$ cat src/rtl/neuromorphic_x1_wb_bank_router.sv
// Wishbone classic router: decodes a host request to one of NUM_BANKS X1 core banks or a local CSR block.
// One transaction is in flight at a time; bank waits are bounded by a cycle timeout.
module neuromorphic_x1_wb_bank_router #(
  parameter int          NUM_BANKS   = 4,
  parameter int          BANK_AW     = 12,
  parameter logic [31:0] BASE_ADDR   = 32'h3000_0000,
  parameter int          TIMEOUT_CYC = 255,
  parameter logic [31:0] ERR_WORD    = 32'hBADC_0FFE
) (
  input  logic                      wb_clk_i,
  input  logic                      wb_rst_ni,
  input  logic                      wbs_cyc_i,
  input  logic                      wbs_stb_i,
  input  logic                      wbs_we_i,
  input  logic [3:0]                wbs_sel_i,
  input  logic [31:0]               wbs_adr_i,
  input  logic [31:0]               wbs_dat_i,
  output logic [31:0]               wbs_dat_o,
  output logic                      wbs_ack_o,
  output logic [NUM_BANKS-1:0]      bnk_cyc_o,
  output logic [NUM_BANKS-1:0]      bnk_stb_o,
  output logic                      bnk_we_o,
  output logic [3:0]                bnk_sel_o,
  output logic [31:0]               bnk_adr_o,
  output logic [31:0]               bnk_dat_o,
  input  logic [32*NUM_BANKS-1:0]   bnk_dat_i,
  input  logic [NUM_BANKS-1:0]      bnk_ack_i,
  output logic [1:0]                dbg_state
);
  // Handshake: host request accepted in IDLE when cyc&stb&hit; bank request held until bank ack or
  // timeout; host sees exactly one ack cycle in RESP unless it dropped cyc while the bank was busy.
  typedef enum logic [1:0] {IDLE = 2'd0, FWD = 2'd1, RESP = 2'd2} state_t;
  localparam logic [15:0] TO_LIM = 16'(TIMEOUT_CYC);

  state_t               state, state_nxt;
  logic [NUM_BANKS-1:0] ctrl, bnk_act, bnk_pick;
  logic                 st_timeout, st_decode;
  logic [2:0]           st_bank, cur_idx;
  logic [31:0]          txn_cnt, dat_sel, csr_rdata;
  logic [15:0]          tcnt;
  logic                 abort, hit, req, bank_tgt, csr_tgt, csr_wr, ack_sel, to_hit;
  logic [3:0]           idx;

  assign hit      = (wbs_adr_i[31:BANK_AW+4] == BASE_ADDR[31:BANK_AW+4]);
  assign idx      = wbs_adr_i[BANK_AW+3:BANK_AW];
  assign req      = (state == IDLE) && wbs_cyc_i && wbs_stb_i && hit;
  assign bank_tgt = |(bnk_pick & ctrl);
  assign csr_tgt  = (idx == 4'hF);
  assign csr_wr   = req && csr_tgt && wbs_we_i && (wbs_sel_i == 4'hF);
  assign to_hit   = ((tcnt + 16'd1) == TO_LIM);

  assign bnk_cyc_o = bnk_act;
  assign bnk_stb_o = bnk_act;

  // bnk_act is one-hot while forwarding, so an AND-OR mux ignores every other bank's ack and data.
  always_comb begin
    bnk_pick = '0;
    ack_sel  = 1'b0;
    dat_sel  = '0;
    for (int i = 0; i < NUM_BANKS; i++) begin
      bnk_pick[i] = (idx == 4'(i));
      if (bnk_act[i]) begin
        ack_sel = ack_sel | bnk_ack_i[i];
        dat_sel = dat_sel | bnk_dat_i[32*i +: 32];
      end
    end
  end

  always_comb begin
    case (wbs_adr_i[3:2])
      2'd0:    csr_rdata = 32'(ctrl);
      2'd1:    csr_rdata = {21'd0, st_bank, 6'd0, st_decode, st_timeout};
      2'd2:    csr_rdata = txn_cnt;
      default: csr_rdata = {16'h5831, 8'(NUM_BANKS), 8'(BANK_AW)};
    endcase
  end

  always_ff @(posedge wb_clk_i or negedge wb_rst_ni) begin
    if (!wb_rst_ni) state <= IDLE;
    else            state <= state_nxt;
  end

  always_comb begin
    state_nxt = state;
    case (state)
      IDLE:    if (req) state_nxt = bank_tgt ? FWD : RESP;
      FWD:     if (ack_sel || to_hit) state_nxt = RESP;
      RESP:    state_nxt = IDLE;
      default: state_nxt = IDLE;
    endcase
  end

  always_comb begin
    wbs_ack_o = (state == RESP) && !abort;
    dbg_state = state;
  end

  always_ff @(posedge wb_clk_i or negedge wb_rst_ni) begin
    if (!wb_rst_ni) begin
      wbs_dat_o  <= '0;
      bnk_act    <= '0;
      bnk_we_o   <= 1'b0;
      bnk_sel_o  <= '0;
      bnk_adr_o  <= '0;
      bnk_dat_o  <= '0;
      ctrl       <= '1;
      st_timeout <= 1'b0;
      st_decode  <= 1'b0;
      st_bank    <= '0;
      txn_cnt    <= '0;
      tcnt       <= '0;
      abort      <= 1'b0;
      cur_idx    <= '0;
    end else begin
      // CSR writes come first so a same-cycle error set overrides the W1C clear.
      if (csr_wr && wbs_adr_i[3:2] == 2'd0) ctrl <= wbs_dat_i[NUM_BANKS-1:0];
      if (csr_wr && wbs_adr_i[3:2] == 2'd1) begin
        if (wbs_dat_i[0]) st_timeout <= 1'b0;
        if (wbs_dat_i[1]) st_decode  <= 1'b0;
      end
      case (state)
        IDLE: begin
          abort <= 1'b0;
          if (req && bank_tgt) begin
            bnk_act   <= bnk_pick;
            bnk_we_o  <= wbs_we_i;
            bnk_sel_o <= wbs_sel_i;
            bnk_adr_o <= 32'(wbs_adr_i[BANK_AW-1:0]);
            bnk_dat_o <= wbs_dat_i;
            cur_idx   <= idx[2:0];
            tcnt      <= '0;
          end else if (req && csr_tgt) begin
            if (!wbs_we_i) wbs_dat_o <= csr_rdata;
          end else if (req) begin
            wbs_dat_o <= ERR_WORD;
            st_decode <= 1'b1;
            st_bank   <= idx[2:0];
          end
        end
        FWD: begin
          if (!wbs_cyc_i) abort <= 1'b1;
          tcnt <= tcnt + 16'd1;
          if (ack_sel) begin
            if (!bnk_we_o) wbs_dat_o <= dat_sel;
            bnk_act <= '0;
            txn_cnt <= txn_cnt + 32'd1;
          end else if (to_hit) begin
            bnk_act    <= '0;
            wbs_dat_o  <= ERR_WORD;
            st_timeout <= 1'b1;
            st_bank    <= cur_idx;
          end
        end
        default: ;
      endcase
      // Counter clear is applied last so it wins over a same-cycle increment.
      if (csr_wr && wbs_adr_i[3:2] == 2'd2) txn_cnt <= '0;
    end
  end
endmodule

$ cat config.mk
export PLATFORM = sky130hd
export DESIGN_NAME = neuromorphic_x1_wb_bank_router
export DESIGN_NICKNAME = d
export VERILOG_FILES = /design/src/rtl/neuromorphic_x1_wb_bank_router.sv
export SDC_FILE = /design/constraint.sdc
export NUM_CORES = 1
export LEC_CHECK = 0
export BUFFER_PORTS_ARGS = -buffer_cell sky130_fd_sc_hd__buf_2
export CORE_ASPECT_RATIO = 1.1
export CORE_MARGIN = 2
export CORE_UTILIZATION = 40
export DETAILED_ROUTE_END_ITERATION = 8
export PLACE_DENSITY = 0.71
export REMOVE_ABC_BUFFERS = 1
export SETUP_SLACK_MARGIN = 0.1
export SLEW_MARGIN = 20
export SYNTH_ARGS = -nofsm -noshare
export SYNTH_HDL_FRONTEND = slang
export SYNTH_SLANG_ARGS = --single-unit
$ cat constraint.sdc
create_clock -name wb_clk_i -period 2.9 [get_ports wb_clk_i]
set_input_delay 0.145 -clock wb_clk_i [delete_from_list [all_inputs] [get_ports wb_clk_i]]
set_output_delay 0.145 -clock wb_clk_i [all_outputs]
set_load 0.005 [all_outputs]
==> metrics.md, run 1 <==
| Metric | Value |
|---|---|
| Outcome | `finished, final reports clean` |
| Final core occ | `between 50 and 60%` |
| Achievable Freq | `360.6 MHz` |
| Slowest stage delay, CP | `between 400 and 500 ps` |
| Initial DRC Count | `500` |
| Synth Flop Type | `dfrtp_1` |
| Count of cell types in the netlist | `60` |
| Synth top area cells | `dfrtp_1 45%, nand2_1 9.5%, mux2_4 5.6%, a22oi_1 4.5%, nor2_1 3.1%` |
| Layout cells sized above 1 | `between 30% and 40%` |
| Syn avg cell area | `9.391 um2` |
| GRT Total Usage | `23.20%` |
| Cell family with most CP delay | `simple AND/OR/NAND/NOR gates` |
| CP Max Fanout | `8` |
| Mapped cell area | `7983 um2` |
| Die Y | `roughly 150 um` |
| Final HPWL DP | `16880 um` |
| Worst hold path type | `in2reg` |
| Clk sink count | `~150` |
| Pre-CTS WS | `98.78 ps` |
| Clk_skew | `7.417 ps` |
| Gate Count Post-Synth | `850` |
| Clock transition at path regs | `60 ps` |
| Buffers plus inverters on the worst setup path | `1` |
| Total power | `roughly 4.5 mW` |
| RSZ-0062 raised after global routing | `true` |
| Final WL | `24820 um` |
| Post-synth EDFFs | `0` |
| CTS buffer count | `17` |
| Die X | `138.7 um` |
| Final setup margin | `126.5 ps` |
| Initial core utilization | `40.46%` |
| Num ports | `between 300 and 400` |
| Worst-Margin Slew | `977.8 ps` |
| Critical setup path kind | `reg2reg` |
| Crit path capture type | `flop` |
| DIE AREA | `21100 um2` |
| Seq/Total Area, Yosys | `46.46%` |
| Slowest CP cell | `or4_4` |
| Placeable Area | `19730 um2` |
| WP data required | `3210 ps` |
| Total number of vias | `7654` |
| Yosys warning count | `0` |
| DRC | `0` |
| PD cells | `417.4 nW/um2` |
| Most frequent cell after synthesis | `nand2_1` |
| CTS tree | `yes` |
| Sequential power share | `45.7%` |
| Min Tclk post-route | `2774 ps` |
| ANT nets after route | `0` |
| Buffers on Ports | `296` |
| Setup TNS | `0 ps` |
| Nets | `1393` |
| Max-slew headroom | `34.68%` |
| Avg Vias per Cell | `5.286` |
| H-tree levels | `4` |
| Grt ovf | `0` |
| Antenna diodes | `0` |
| Yosys top cell area share | `45.14%` |
| Root Driver | `clkbuf_16` |
| Post-synth top cells | `203 x nand2_1, 144 x dfrtp_1, 66 x nor2_1, 48 x a22oi_1, 44 x clkbuf_1` |
| Vias in the first global route | `7781` |
| Sw Pwr | `between 0.9 and 1 mW` |
| Sw frac | `between 20% and 30%` |
| Largest net degree at the start of global routing | `70` |
| Avg WL per Cell | `17.14 um` |
| Logic pwr share | `approximately 6.2%` |
| Fin crit share | `95.64%` |
| Max Cap Viol | `0` |
| Cells along the critical path | `ha_2 -> nand4_1 -> or3_4 -> xnor2_1 -> or4_4 -> o21ai_2 -> and3_4 -> buf_12 -> mux2_2` |
| Worst vdd ir | `approximately 0.38 mV` |
| Global-route wire length before repair | `39560 um` |
| GP Congestion | `0.8711` |
| Layout fillers | `1760` |
| Post-synth ARST share | `100.0%` |
| Synth Register Bits | `148` |
| Final Max Tran Viols | `0` |
| Std-Cell Rows | `between 50 and 60` |
| Worst skew pair latency | `420 ps` |
| Final setup vio count | `0` |
| Fin. Hold Viols | `0` |
| Leakage | `5.316 nW` |
| Clock share of power | `48.1%` |
| CTS max path bufs | `2` |
| Area growth syn-to-layout | `35.56%` |
| DRT Pass-1 Iters | `4` |
| Internal | `3.537 mW` |
| Arrival @ worst endpoint | `approximately 3000 ps` |
| Post-synth top area cell | `dfrtp_1` |
| CP startpoint kind | `flop` |
| Antenna violations before repair | `0` |
## path summary, 6_finish.rpt
check,from,to,slack (ps),cells past startpoint
max,tcnt[0],wbs_dat_o[28],130,9
min,wbs_dat_i[0],bnk_dat_o[0],10,3
max reg2reg,tcnt[0],wbs_dat_o[28],130,9
min reg2reg,bnk_dat_o[9],bnk_dat_o[9],460,2
max in group asynchronous,wb_rst_ni,txn_cnt[17],1740,3
min in group asynchronous,wb_rst_ni,wbs_dat_o[7],290,2
## through the flow
stage / instances / area [um2] / hold slack [ps]
after floorplan: 789 / 7596 / -150.6
after global placement: 1365 / 9663 / 188.9
after detailed placement: 1365 / 9663 / 193.4
after CTS: 1443 / 10740 / 2.541
after global routing: 1448 / 10820 / 26.31
final: 1448 / 10820 / 13.50
## cell families after synthesis
kind of cell             count (synthesis)  share of synthesized area (%)
adder cells (fa/ha/maj)                  3                         0.4703
flip-flops                             148                          46.46
AO/OA/AOI/OAI                          173                          15.56
other                                    1                        0.04698
XOR/XNOR                                35                          3.840
buffers and inverters                   87                          6.066
AND/OR/NAND/NOR                        363                          20.41
multiplexers                            40                          7.147
## what timing repair did
| action | 4_1_cts | 5_1_grt |
|---|---|---|
| gates resized for setup | 2 | 3 |
| endpoints found under the setup margin | 4 | 32 |
| hold buffers | 47 | 0 |
| pin swaps | 0 | 1 |
| buffers inserted | 0 | 3 |
| hold endpoints to repair | 114 | 0 |
| gates cloned | 1 | 2 |
## layer usage
metal  share of wire (%)  track usage, %  vias to the layer above
li1                    -               -                     3643
met1                  42           28.37                     3689
met2                  50           41.49                      289
met3                 6.0           4.557                       33
met4                 1.9           7.071                        0
met5                   0               0                        -
## placed cells by master, fill, tap and decap left out, types with 13 or more instances in the layout
master,netlist,final
buf_2,5,295
conb_1,1,20
a22o_1,16,16
a22oi_1,48,48
nand4_1,19,19
xor2_1,23,23
nor2_1,66,64
a32oi_1,21,21
clkbuf_16,0,19
nand3_1,20,20
mux2_4,30,30
a21oi_1,14,13
buf_4,25,28
dlygate4sd3_1,0,47
dfrtp_1,144,143
o21ai_0,39,39
nand2_1,203,203
## sequential cells by signal, indices dropped and copies added, names as in the netlist
name	cells
st_bank	3
cur_idx	3
st_decode	1
dbg_state	2
st_timeout	1
bnk_dat_o	32
bnk_cyc_o	4
tcnt	16
bnk_sel_o	4
ctrl	4
bnk_we_o	1
wbs_dat_o	32
abort	1
bnk_adr_o	12
txn_cnt	32
## power groups by stage
stage / logic (mW) / clock network [mW] / registers (mW)
finish: 0.279 / 2.17 / 2.07
global route: 0.308 / 2.30 / 2.06
CTS: 0.279 / 2.21 / 2.07
detailed placement: 0.230 / 0 / 2.10
global placement: 0.227 / 0 / 2.10
floorplan: 0.0240 / 0 / 2.10
## worst min-delay path: stages
cell and delay (ps):
buf_2 140, nand2_1 60, nand2_1 50
## final cells by class
class,count,area [um2],area share [%]
Clock inverter,9,105.1,0.9712
Sequential cell,148,3710,34.28
Inverter,7,26.28,0.2428
Timing Repair Buffer,377,2306,21.31
Multi-Input combinational cell,634,3889,35.93
Clock buffer,21,470.5,4.347
Tap cell,252,315.3,2.914
Power figures use the tool's default switching activity.
==> inputs of run 2 (changes only) <==
CORE_UTILIZATION = 45   (was 40)
GPL_ROUTABILITY_DRIVEN = 0   (was not set)
PLACE_DENSITY = 0.78   (was 0.71)
==> run 2 against run 1 <==
Effect of this change:
- critical path depth unchanged
- combinational power about the same
- sequential power hardly changed
- non-clock buffer count is 2 higher
- largest cell class unchanged
==> metrics.md, run 2 (synthesis gave the netlist of run 1 again) <==
| Metric | Value |
|---|---|
| Worst skew pair latency | `approximately 430 ps` |
| Max Cap Viol | `0` |
| ANT nets after route | `0` |
| Buffers plus inverters on the worst setup path | `1` |
| Final Max Tran Viols | `0` |
| Area growth syn-to-layout | `35.52%` |
| Largest net degree at the start of global routing | `75` |
| Worst hold path type | `in2reg` |
| CTS buffer count | `17` |
| Placed cell area | `9676 um2` |
| Cell family with most CP delay | `simple AND/OR/NAND/NOR gates` |
| Avg WL per Cell | `16.95 um` |
| Post-route cell area | `10820 um2` |
| Achievable Freq | `roughly 360 MHz` |
| Initial core utilization | `between 40% and 50%` |
| Slowest CP cell | `or4_4` |
| Clk_skew | `9.997 ps` |
| Worst-Margin Slew | `766.6 ps` |
| Crit path capture type | `flop` |
| Min-delay src | `wbs_adr_i[12]` |
| Total power | `4.588 mW` |
| Grt ovf | `0` |
| Clk sink count | `148` |
| Placeable Area | `about 18000 um2` |
| Final setup vio count | `0` |
| Die X | `131.0 um` |
| Worst Hold Depth | `3` |
| Initial DRC Count | `493` |
| R2R Path Start | `tcnt[0]` |
| Register-to-Register Path Depth | `9` |
| Die Y | `143.7 um` |
| Worst hold slack | `24.01 ps` |
| Critical setup path kind | `reg2reg` |
| Clock transition at path regs | `60 ps` |
| Most frequent cells in the layout | `295 x buf_2, 203 x nand2_1, 141 x dfrtp_1` |
| Final setup margin | `between 100 and 150 ps` |
| Vias in the first global route | `7284` |
| Avg Vias per Cell | `5.315` |
| CTS max path bufs | `2` |
| Buffers on Ports | `296` |
| Global-route wire length before repair | `37080 um` |
| Worst vdd ir | `0.3783 mV` |
| PD cells | `between 400 and 500 nW/um2` |
| Pre-CTS WS | `17.68 ps` |
| Layout fillers | `1438` |
| Root Driver | `clkbuf_16` |
| FF-to-FF End | `wbs_dat_o[31]` |
| DRT Pass-1 Iters | `5` |
| Final HPWL DP | `16770 um` |
| Max-slew headroom | `48.70%` |
| Fin. Hold Viols | `0` |
| CP Max Fanout | `8` |
| Hold Path Sink | `cur_idx[0]` |
| Nets | `1395` |
| Reg-to-reg setup timing slack | `about 150 ps` |
| WP data required | `3210 ps` |
| DIE AREA | `18820 um2` |
| Total number of vias | `7649` |
| Most common cell after layout, fill and taps aside | `buf_2` |
| Outcome | `finished, final reports clean` |
| Fin crit share | `a little over nine tenths` |
| Slowest stage delay, CP | `490 ps` |
| CTS tree | `yes` |
| Setup TNS | `0 ps` |
| DRC | `0` |
| GRT Total Usage | `roughly a quarter` |
| Arrival @ worst endpoint | `roughly 3000 ps` |
| Top flop regs | `bnk_dat_o x32, txn_cnt x32, wbs_dat_o x32` |
| Final WL | `24400 um` |
| Cells along the critical path | `ha_2 -> nand4_1 -> or3_4 -> xnor2_1 -> or4_4 -> o21ai_2 -> and3_4 -> clkbuf_16 -> mux2_4` |
| CP startpoint kind | `flop` |
| Antenna violations before repair | `1` |
| H-tree levels | `4` |
| Num ports | `approximately 320` |
| Layout cells sized above 1 | `between 30% and 40%` |
| RSZ-0062 raised after global routing | `true` |
| Std-Cell Rows | `51` |
| Min Tclk post-route | `2753 ps` |
| Leakage | `between 5 and 6 nW` |
## run 2: cell types whose count changed in the layout (fill, tap and decap cells not counted), moves of 2 or more
| cell | previous run | this run |
|---|---|---|
| buf_4 | 28 | 30 |
| clkbuf_8 | 3 | 1 |
| clkinvlp_4 | 1 | 5 |
| dfrtp_1 | 143 | 141 |
| dfrtp_2 | 1 | 3 |
## run 2: what timing repair did
action | in CTS | in global routing
hold buffers | 48 | 0
gates resized for setup | 1 | 6
setup buffers | 1 | 1
endpoints found under the setup margin | 29 | 32
hold endpoints to repair | 116 | 0
cloned | 0 | 1
## run 2: where the power goes
group	internal (mW)	leakage, nW	switching (mW)
registers	2.07	1.86	0.0000106
clock network	1.37	0.283	0.874
logic	0.153	3.18	0.129
## run 2: final cells by class
cell class,count,area (um2),area share (%)
repair buffers,379,2290,21.17
clock inverters,14,161.4,1.492
inverters,7,26.28,0.2429
clock buffers,18,439.2,4.060
well taps,238,297.8,2.753
flip-flops and latches,148,3712,34.32
multi-input cells,634,3889,35.95
diodes,1,2.502,0.02313
## run 2: worst max-delay path by stage
stage | from | depth (start not counted) | endpoint
floorplan | dbg_state[0] | 5 | tcnt[10]
global placement | tcnt[0] | 9 | wbs_dat_o[1]
detailed placement | tcnt[1] | 9 | wbs_dat_o[2]
CTS | tcnt[1] | 9 | wbs_dat_o[23]
global route | tcnt[1] | 9 | wbs_dat_o[14]
finish | tcnt[0] | 9 | wbs_dat_o[31]
## run 2: through the flow
stage                     util [%]  std cells
after floorplan                  -        789
after global placement       55.14       1355
after detailed placement     55.14       1355
after CTS                    61.36       1436
after global routing         61.65       1439
final                        61.65       1439
## run 2: worst register-to-register path: stages, from the launching register on
cell       delay [ps]
dfrtp_1           350
ha_2              190
nand4_1           110
or3_4             400
xnor2_1           130
or4_4             490
o21ai_2           150
and3_4            320
clkbuf_16         210
mux2_4            300
## run 2: layer usage
metal | GRT usage [%] | vias to the layer above | share of wire [%]
li1 | - | 3636 | -
met1 | 31.62 | 3658 | 41
met2 | 44.53 | 320 | 51
met3 | 6.031 | 35 | 7.0
met4 | 7.391 | 0 | 1.7
met5 | 0 | - | 0
==> inputs of run 3 (changes only) <==
CORE_UTILIZATION = 30   (was 45)
PLACE_DENSITY = not set   (was 0.78)
==> run 3 against run 2 <==
Effect of this change:
- sequential power hardly changed
- worst hold slack worse by 1.7 ps
- setup slack worse by 22 ps
- die area is 48% higher
- largest power group unchanged
- design area is 1.7% higher
- non-clock buffer count is 1 higher
- flip-flop and latch count stayed put
- combinational power hardly changed
- cell count is 7.9% higher
- clock skew is 0.98 ps higher
- first-iteration DRC count is 21% lower
- clock-buffer cell count is 2 higher
==> metrics.md, run 3 (synthesis gave the netlist of run 1 again) <==
| Metric | Value |
|---|---|
| Fin. Hold Viols | `0` |
| Max Cap Viol | `0` |
| Root Driver | `clkbuf_16` |
| Final WL | `25280 um` |
| Worst hold path type | `in2reg` |
| Internal | `3.705 mW` |
| Routed wl met3 | `1588 um` |
| Clk sink count | `148` |
| Worst skew pair latency | `430 ps` |
| Min Tclk post-route | `2775 ps` |
| Most frequent cells in the layout | `295 x buf_2, 203 x nand2_1, 144 x dfrtp_1` |
| Leakage | `5.350 nW` |
| M1 WL | `~11000 um` |
| Sw Pwr | `~1.0 mW` |
| Grt ovf | `0` |
| DRT Pass-1 Iters | `6` |
| Cells along the critical path | `ha_2 -> nand4_1 -> or3_4 -> xnor2_1 -> or4_4 -> o21ai_2 -> and3_4 -> buf_12 -> mux2_2` |
| Post-route cell area | `11010 um2` |
| Worst vdd ir | `0.3511 mV` |
| Std-Cell Rows | `62` |
| Final Max Tran Viols | `0` |
| Logic pwr share | `6.0%` |
| CP startpoint kind | `flop` |
| CTS buffer count | `17` |
| Antenna violations before repair | `0` |
| Clock transition at path regs | `60 ps` |
| Final core occ | `approximately 42%` |
| Worst-Margin Slew | `623.7 ps` |
| Total number of vias | `7577` |
| Slowest stage delay, CP | `490 ps` |
| DIE AREA | `27930 um2` |
| CTS max path bufs | `2` |
| Register area | `between 3000 and 4000 um2` |
| Critical setup path kind | `reg2reg` |
| Largest net degree at the start of global routing | `62` |
| Num ports | `about 320` |
| Fin crit share | `95.70%` |
| GRT Total Usage | `17.68%` |
| RSZ-0062 raised after global routing | `true` |
| ANT nets after route | `0` |
| Die X | `159.5 um` |
| Arrival @ worst endpoint | `3090 ps` |
| Avg Vias per Cell | `4.879` |
| Initial core utilization | `30.54%` |
| Sequential power share | `43.7%` |
| Most common cell after layout, fill and taps aside | `buf_2` |
| Die Y | `around 180 um` |
| Placed cell area | `just under 10000 um2` |
| Layout cells sized above 1 | `35.30%` |
| CTS tree | `yes` |
| DRC | `0` |
| Clock share of power | `50.3%` |
| Top Layer Used | `met4` |
| Final setup vio count | `0` |
| CP Max Fanout | `12` |
| Cell family with most CP delay | `simple AND/OR/NAND/NOR gates` |
| Crit path capture type | `flop` |
| Area growth syn-to-layout | `37.88%` |
| Area of the multi-input gates | `3892 um2` |
| Top flop regs | `bnk_dat_o x32, txn_cnt x32, wbs_dat_o x32` |
| Avg WL per Cell | `16.28 um` |
| Initial DRC Count | `between 300 and 400` |
| Buffers on Ports | `296` |
| Antenna diodes | `0` |
| Slowest CP cell | `or4_4` |
| Vias in the first global route | `7451` |
| PD cells | `between 400 and 500 nW/um2` |
| Nets | `1396` |
| Buffers plus inverters on the worst setup path | `1` |
| Sw frac | `21.63%` |
| DR WL met2 | `12690 um` |
| WP data required | `about 3200 ps` |
| H-tree levels | `4` |
| Final HPWL DP | `approximately 18000 um` |
| Clk_skew | `about 11 ps` |
| Placeable Area | `26140 um2` |
| Achievable Freq | `~360 MHz` |
| Layout fillers | `2546` |
| Outcome | `finished, final reports clean` |
| Max-slew headroom | `58.42%` |
| Global-route wire length before repair | `39560 um` |
[run 3: cell count changes in the layout (fill, tap and decap cells not counted), moves of 2 or more]
cell / change
clkinv_2: -3
dfrtp_1: +3
dfrtp_2: -3
buf_4: +2
clkinv_4: +2
clkinvlp_4: -2
[run 3: area by class of cell]
type	count	share of cell area [%]
clock buffers	20	4.149
clock inverters	12	1.626
inverters	7	0.2387
multi-input cells	634	35.36
flip-flops and latches	148	33.69
well taps	352	4.001
repair buffers	380	20.93
[run 3: repair_timing]
action | CTS | global route
cloned | 0 | 1
hold buffers | 47 | 0
resized for setup | 0 | 7
setup buffers | 0 | 1
pin swaps | 0 | 1
setup endpoints to repair | 1 | 32
endpoints found under the hold margin | 101 | 0
[run 3: stage by stage]
| step | power [mW] | instances | setup slack [ps] | hold slack, ps | TNS (ps) |
|---|---|---|---|---|---|
| 2_1_floorplan | 2.127 | 789 | -1779 | -150.6 | -105220 |
| 3_3_place_gp | 2.337 | 1472 | 124.6 | 179.8 | 0 |
| 3_5_place_dp | 2.338 | 1472 | 100.8 | 179.9 | 0 |
| 4_1_cts | 4.792 | 1551 | 97.57 | 6.022 | 0 |
| 5_1_grt | 4.910 | 1553 | 24.25 | 8.190 | 0 |
| 6_report | 4.727 | 1553 | 124.8 | 22.34 | 0 |
[run 3: power by group through the flow]
stage,Clock (mW),Combinational (mW),Sequential (mW)
global route,2.53,0.312,2.06
detailed placement,0,0.235,2.10
global placement,0,0.234,2.10
finish,2.38,0.283,2.07
floorplan,0,0.0240,2.10
CTS,2.44,0.285,2.06
[run 3: worst reg2reg max path: stages, from the launching register on]
cell and delay (ps):
dfrtp_1 360, ha_2 190, nand4_1 140, or3_4 410, xnor2_1 130, or4_4 490
o21ai_2 150, and3_4 270, buf_12 180, mux2_2 350
[run 3: per-layer routing]
layer	global-route usage [%]	vias up
met5	0	-
met4	4.394	0
met3	3.822	20
met2	31.42	279
met1	21.78	3633
li1	-	3645
[run 3: worst paths after layout]
path                            depth (start not counted)  slack [ps]            end           from
worst min-delay path                                    3          20       bnk_we_o       wbs_we_i
min in group asynchronous                               2         280   wbs_dat_o[9]      wb_rst_ni
worst min register to register                          2         460  bnk_dat_o[28]  bnk_dat_o[28]
worst max register to register                          9         120  wbs_dat_o[28]        tcnt[0]
max in group asynchronous                               3        1830  bnk_dat_o[29]      wb_rst_ni
worst max-delay path                                    9         120  wbs_dat_o[28]        tcnt[0]
